<file path="config.mk">
export PLATFORM = sky130hd
export DESIGN_NAME = seq_alu
export DESIGN_NICKNAME = d
export VERILOG_FILES = /design/src/rtl/seq_alu.sv
export SDC_FILE = /design/constraint.sdc
export NUM_CORES = 1
export LEC_CHECK = 0
export BUFFER_PORTS_ARGS = -buffer_cell sky130_fd_sc_hd__buf_2
export CAP_MARGIN = 25
export CORE_ASPECT_RATIO = 1.1
export CORE_MARGIN = 1
export CORE_UTILIZATION = 45
export DETAILED_ROUTE_END_ITERATION = 8
export PLACE_DENSITY_LB_ADDON = 0.25
export SETUP_SLACK_MARGIN = 0.15
export SYNTH_ARGS = -nofsm -noshare
export SYNTH_HDL_FRONTEND = slang
export SYNTH_SLANG_ARGS = --single-unit
</file>
<file path="constraint.sdc">
create_clock -name clock -period 8.9 [get_ports clock]
set_clock_uncertainty 0.2 [all_clocks]
set_input_delay 0.445 -clock clock [delete_from_list [all_inputs] [get_ports clock]]
set_output_delay 0.445 -clock clock [all_outputs]
set_load 0.01 [all_outputs]
</file>
<file path="src/rtl/seq_alu.sv">
// rtl/seq_alu.sv - registered execute-stage ALU with iterative unsigned multiply/divide
//
// Purpose: single-cycle legacy ALU operations plus WIDTH-cycle shift-add
// multiply and restoring divide, behind a start/busy/done handshake.
//
// Ports:
//   clock        in   rising-edge clock
//   reset        in   synchronous, active-high reset
//   start        in   request, sampled only while busy=0
//   op[4:0]      in   operation; op[4]=0 selects legacy code op[3:0]
//   a            in   operand A (shift amount for shifts)
//   b            in   operand B
//   busy         out  multi-cycle operation in progress
//   done         out  one-cycle completion pulse
//   res          out  result low word / quotient
//   res_hi       out  product high word / remainder (0 for single-cycle ops)
//   is_zero      out  res==0, registered with res
//   div_by_zero  out  DIVU with b==0
module seq_alu #(
  parameter int WIDTH = 32,
  parameter int SHW   = $clog2(WIDTH)
) (
  input  logic             clock,
  input  logic             reset,
  input  logic             start,
  input  logic [4:0]       op,
  input  logic [WIDTH-1:0] a,
  input  logic [WIDTH-1:0] b,
  output logic             busy,
  output logic             done,
  output logic [WIDTH-1:0] res,
  output logic [WIDTH-1:0] res_hi,
  output logic             is_zero,
  output logic             div_by_zero
);

  typedef enum logic {
    S_IDLE = 1'b0,
    S_RUN  = 1'b1
  } state_t;

  localparam logic [4:0] OP_MULU = 5'b10000;
  localparam logic [4:0] OP_DIVU = 5'b10001;

  state_t           state_q, state_d;
  logic             busy_q, busy_d;
  logic             done_q, done_d;
  logic [WIDTH-1:0] res_q, res_d;
  logic [WIDTH-1:0] res_hi_q, res_hi_d;
  logic             is_zero_q, is_zero_d;
  logic             dbz_q, dbz_d;

  // Iteration datapath. For multiply: acc_hi = running high word, acc_lo =
  // multiplier shifting out as product bits shift in, opnd = multiplicand.
  // For divide: acc_hi = partial remainder, acc_lo = dividend shifting out
  // as quotient bits shift in, opnd = divisor.
  logic             is_div_q, is_div_d;
  logic [SHW-1:0]   cnt_q, cnt_d;
  logic [WIDTH-1:0] acc_hi_q, acc_hi_d;
  logic [WIDTH-1:0] acc_lo_q, acc_lo_d;
  logic [WIDTH-1:0] opnd_q, opnd_d;

  // ---------------------------------------------------------------------
  // Single-cycle legacy ALU
  // ---------------------------------------------------------------------
  logic [SHW-1:0]   sh;
  logic [WIDTH-1:0] pop;
  logic [WIDTH-1:0] alu_res;

  assign sh = a[SHW-1:0];

  always_comb begin
    pop = '0;
    for (int i = 0; i < WIDTH; i++) begin
      pop = pop + WIDTH'(b[i]);
    end
  end

  always_comb begin
    alu_res = '0;
    if (!op[4]) begin
      casez (op[3:0])
        4'b0000: alu_res = a + b;
        4'b?100: alu_res = a - b;
        4'b?001: alu_res = a & b;
        4'b?101: alu_res = a | b;
        4'b?010: alu_res = a ^ b;
        4'b1000: alu_res = pop;
        4'b?110: alu_res = b << (WIDTH / 2);
        4'b0011: alu_res = b << sh;
        4'b0111: alu_res = b >> sh;
        4'b1111: alu_res = $unsigned($signed(b) >>> sh);
        default: alu_res = '0;
      endcase
    end
  end

  // ---------------------------------------------------------------------
  // One iteration step of multiply and divide
  // ---------------------------------------------------------------------
  logic [WIDTH:0]   mul_sum;
  logic [WIDTH:0]   div_sh;
  logic             div_ge;
  logic [WIDTH-1:0] div_rem;
  logic [WIDTH-1:0] step_hi;
  logic [WIDTH-1:0] step_lo;

  always_comb begin
    mul_sum = {1'b0, acc_hi_q} + (acc_lo_q[0] ? {1'b0, opnd_q} : '0);
    div_sh  = {acc_hi_q, acc_lo_q[WIDTH-1]};
    div_ge  = (div_sh >= {1'b0, opnd_q});
    // Partial remainder is always below the divisor, so the difference of a
    // successful subtract fits in WIDTH bits and the dropped top bit is zero.
    div_rem = div_sh[WIDTH-1:0] - opnd_q;
    if (is_div_q) begin
      step_hi = div_ge ? div_rem : div_sh[WIDTH-1:0];
      step_lo = {acc_lo_q[WIDTH-2:0], div_ge};
    end else begin
      step_hi = mul_sum[WIDTH:1];
      step_lo = {mul_sum[0], acc_lo_q[WIDTH-1:1]};
    end
  end

  // ---------------------------------------------------------------------
  // Next-state and registered-output logic
  // ---------------------------------------------------------------------
  always_comb begin
    state_d   = state_q;
    busy_d    = busy_q;
    done_d    = 1'b0;
    res_d     = res_q;
    res_hi_d  = res_hi_q;
    is_zero_d = is_zero_q;
    dbz_d     = dbz_q;
    is_div_d  = is_div_q;
    cnt_d     = cnt_q;
    acc_hi_d  = acc_hi_q;
    acc_lo_d  = acc_lo_q;
    opnd_d    = opnd_q;

    case (state_q)
      S_IDLE: begin
        if (start) begin
          if (op == OP_MULU) begin
            state_d  = S_RUN;
            busy_d   = 1'b1;
            is_div_d = 1'b0;
            cnt_d    = '0;
            acc_hi_d = '0;
            acc_lo_d = b;
            opnd_d   = a;
          end else if (op == OP_DIVU && b != '0) begin
            state_d  = S_RUN;
            busy_d   = 1'b1;
            is_div_d = 1'b1;
            cnt_d    = '0;
            acc_hi_d = '0;
            acc_lo_d = a;
            opnd_d   = b;
          end else if (op == OP_DIVU) begin
            // Divide by zero completes at once with a saturated quotient.
            done_d    = 1'b1;
            res_d     = '1;
            res_hi_d  = a;
            is_zero_d = 1'b0;
            dbz_d     = 1'b1;
          end else begin
            done_d    = 1'b1;
            res_d     = alu_res;
            res_hi_d  = '0;
            is_zero_d = (alu_res == '0);
            dbz_d     = 1'b0;
          end
        end
      end
      S_RUN: begin
        acc_hi_d = step_hi;
        acc_lo_d = step_lo;
        cnt_d    = cnt_q + SHW'(1);
        // WIDTH is a power of two, so the last step index is all ones.
        if (cnt_q == {SHW{1'b1}}) begin
          state_d   = S_IDLE;
          busy_d    = 1'b0;
          done_d    = 1'b1;
          res_d     = step_lo;
          res_hi_d  = step_hi;
          is_zero_d = (step_lo == '0);
          dbz_d     = 1'b0;
        end
      end
      default: state_d = S_IDLE;
    endcase
  end

  always_ff @(posedge clock) begin
    if (reset) begin
      state_q   <= S_IDLE;
      busy_q    <= 1'b0;
      done_q    <= 1'b0;
      res_q     <= '0;
      res_hi_q  <= '0;
      is_zero_q <= 1'b1;
      dbz_q     <= 1'b0;
      is_div_q  <= 1'b0;
      cnt_q     <= '0;
      acc_hi_q  <= '0;
      acc_lo_q  <= '0;
      opnd_q    <= '0;
    end else begin
      state_q   <= state_d;
      busy_q    <= busy_d;
      done_q    <= done_d;
      res_q     <= res_d;
      res_hi_q  <= res_hi_d;
      is_zero_q <= is_zero_d;
      dbz_q     <= dbz_d;
      is_div_q  <= is_div_d;
      cnt_q     <= cnt_d;
      acc_hi_q  <= acc_hi_d;
      acc_lo_q  <= acc_lo_d;
      opnd_q    <= opnd_d;
    end
  end

  assign busy        = busy_q;
  assign done        = done_q;
  assign res         = res_q;
  assign res_hi      = res_hi_q;
  assign is_zero     = is_zero_q;
  assign div_by_zero = dbz_q;

endmodule

</file>
==> results by group <==
Global route
  – Total GRT Usage: 43.6%
  – Met3 GRT Util: between 5 and 6%
  – M2 GR Usage: 71.2%
  – Global-route wire length before repair: 153000 um
  – GRT Max-Usage Layer: met2
  – Initial antenna violation count: 1
  – GRT overflow: 0
  – Met1 GRT Util: 51.0%
  – Number of global-route vias before repair: ~22000
  – Largest net degree at the start of global routing: 74

Floorplan
  – I/O Pins: 140
  – Core ar.: roughly 0.046 mm2
  – Die width: 208 um
  – Placement row count: just over 80
  – Die Area: 0.0478 mm2
  – Die height: ~230 um
  – Starting Density: 45.9%

Cells and area
  – Share of cells above drive strength 1: 12.2%
  – Non-filler cells, final: 3395
  – Synth-to-layout area growth: 7.06%
  – Nets: 3062
  – Most common cell after layout, fill and taps aside: nor2_1
  – # fillers: ~4600
  – Most frequent cells in the layout: nor2_1 (335), a21oi_1 (232), nand2_1 (222), inv_1 (173)

Synthesis
  – Syn Inst Count: ~2800
  – EDFF count, synth: 0
  – Largest area contributor in the netlist: dfxtp_1
  – Synth warn: 0
  – Post-synth top area share: 16.2%
  – Asr flop ratio synth: 0%
  – Mapped Area: 0.0211 mm2
  – Synth Flop Type: dfxtp_1
  – Library cells used by synthesis: just over 90
  – Yosys reg bits: 171
  – Average size of a mapped cell: 7.52 um2
  – Mapped Nets: 3073
  – Sequential share of the synthesized area: between 10% and 20%
  – Synth top area cells: dfxtp_1 (16%), ha_1 (10%), nor2_1 (6.0%), a21oi_1 (5.5%), mux2i_1 (5.5%)

Worst setup path
  – R2r endpoint: res_hi[30]
  – CP Class: input port to register
  – R2r startpoint: acc_lo_q[31]
  – Crit-path max FO: 15
  – Crit path from: b[7]
  – Worst Setup End Kind: register
  – CP startpoint kind: input port
  – R2R setup slack: 4010 ps
  – Worst EP required: 9060 ps
  – Critical path arrival: between 7000 and 8000 ps
  – R2r worst-path depth: 15
  – CP endpoint: is_zero

Placed design
  – Routability cong.: 1.07
  – HPWL after DPL: 82200 um
  – Cell count after placement: 3363
  – DP Worst Slack: 1400 ps
  – Port Buffers: 139

Job
  – Max-cap viol count: 0

Timing
  – Hold_ws: 213 ps
  – Setup violators final: 0
  – Final worst slack: 1780 ps
  – Relative slew margins: 15.0%
  – Slew Viols, Final: 0
  – Worst Tran Pin Value: 1260 ps
  – Fin. Hold Viols: 0
  – Final period utilization: approximately four fifths
  – RSZ-0062 raised after global routing: no
  – Fin crit period: 7120 ps
  – FMAX: 140 MHz
  – TNS Setup: 0 ps

Power
  – Power density cells: 136 mW/mm2
  – Sw Share: 43.6%
  – Power share of the combinational group: 50.2%
  – Max rail drop VDD: approximately 120 uV
  – Leakage power: 0.00959 uW
  – Flop pwr share: between 20% and 30%
  – Clk network pwr share: 23.6%
  – Internal power: 1730 uW
  – Sw Pwr: roughly 1300 uW

Drt
  – Wirelength per Cell: 31.3 um
  – Drt initial violations: 2827
  – Vias post-DR: 23400
  – Routed wire length: 106000 um
  – Total iterations of the first detailed-routing run: 6
  – Via density: between 6 and 7
  – Post-DRT Antenna Nets: 0
  – DRC viols: 0

Clocking
  – Clock latency on the worst-skew pair: between 400 and 500 ps
  – CTS tree: built
  – CTS buffer count: 17
  – # clock sinks: ~170
  – Resized Gates After CTS: 0
  – Root buffer cell: clkbuf_16
  – Hold buffers post-CTS: 0
  – H-tree level count: 4
  – Clock buffer depth: 2
  – Setup bufs post-CTS: 0
  – CTS clk-pin slew, worst paths: 70 ps

Worst hold path
  – Hold wc startpoint: a[8]
  – Hold path depth: 3
  – Hold WC Path Type: input port to register

Status
  – Status: complete, no violations
[worst max-delay path, cell delays in order]
cell      delay [ps]
buf_2            340
inv_1            210
fa_1             510
fa_1             370
inv_1             80
fa_1             450
fa_1             520
fa_1             550
inv_1             60
fa_1             600
inv_1             60
ha_1             310
a211oi_1         340
o21ai_0          170
a222oi_1         340
o21ai_0          130
or3_1            350
nor4_1           300
a31oi_1          210
nor4b_2          300
and4b_1          220
nand4_1          110
o41ai_2          300
[cell type report]
type | instances | area (um2) | area share (%)
timing repair buffer | 179 | 1000 | 4.43
multi-input combinational | 2251 | 16200 | 71.8
tap | 588 | 736 | 3.26
clock buffer | 19 | 433 | 1.92
clock inverter | 12 | 120 | 0.532
sequential | 171 | 3430 | 15.2
inverter | 174 | 653 | 2.89
antenna | 1 | 2.50 | 0.0111
[Yosys cell counts, types with 38 or more instances]
| cell type | number |
|---|---|
| a21o_1 | 39 |
| clkbuf_1 | 155 |
| xnor2_1 | 80 |
| inv_1 | 173 |
| mux4_2 | 38 |
| dfxtp_1 | 171 |
| a211oi_1 | 75 |
| nand2_1 | 222 |
| a21oi_1 | 233 |
| ha_1 | 169 |
| mux2i_1 | 116 |
| nor3_1 | 47 |
| o21ai_0 | 161 |
| mux2_2 | 52 |
| nor2_1 | 337 |
| and2_1 | 49 |
[metal layers]
metal | vias to the layer above | part of all wire (%)
met5 | - | 0
met3 | 383 | 8.5
li1 | 10300 | -
met2 | 1496 | 46
met1 | 11300 | 36
met4 | 0 | 9.5
[metrics by stage]
| step | cell area [um2] | util, % | power [uW] |
|---|---|---|---|
| after floorplan | 21100 | - | 1820 |
| after global placement | 22000 | 47.9 | 2300 |
| after detailed placement | 22000 | 47.9 | 2300 |
| after CTS | 22600 | 49.1 | 3030 |
| after global routing | 22600 | 49.2 | 3200 |
| final | 22600 | 49.2 | 3070 |
[worst min-delay path by stage]
stage,endpoint,slack [ps]
after floorplan,cnt_q[3],250
after global placement,res[9],240
after detailed placement,res[9],250
after CTS,res_hi[8],190
after global routing,res_hi[8],210
final,res_hi[8],210
[cells by family after synthesis]
logic type,Yosys count,share of synthesized area [%]
compound gates,882,27.9
simple gates,853,18.9
buf+inv,383,7.20
mux,211,12.7
fa+ha+maj,196,12.6
flops,171,16.2
xor+xnor,109,4.52
[registers in the layout, summed over array words and instances, names as in the netlist, 5 cells and up]
register,count
acc_hi_q,32
acc_lo_q,32
res_hi,32
opnd_q,32
cnt_q,5
res,32
[power by group through the flow]
stage | logic, uW | clock network, uW | registers, uW
global route | 1630 | 766 | 807
floorplan | 1000 | 0 | 819
detailed placement | 1480 | 0 | 822
global placement | 1480 | 0 | 822
CTS | 1500 | 729 | 805
finish | 1540 | 725 | 805
No activity file was read; power rests on OpenSTA's default activity.
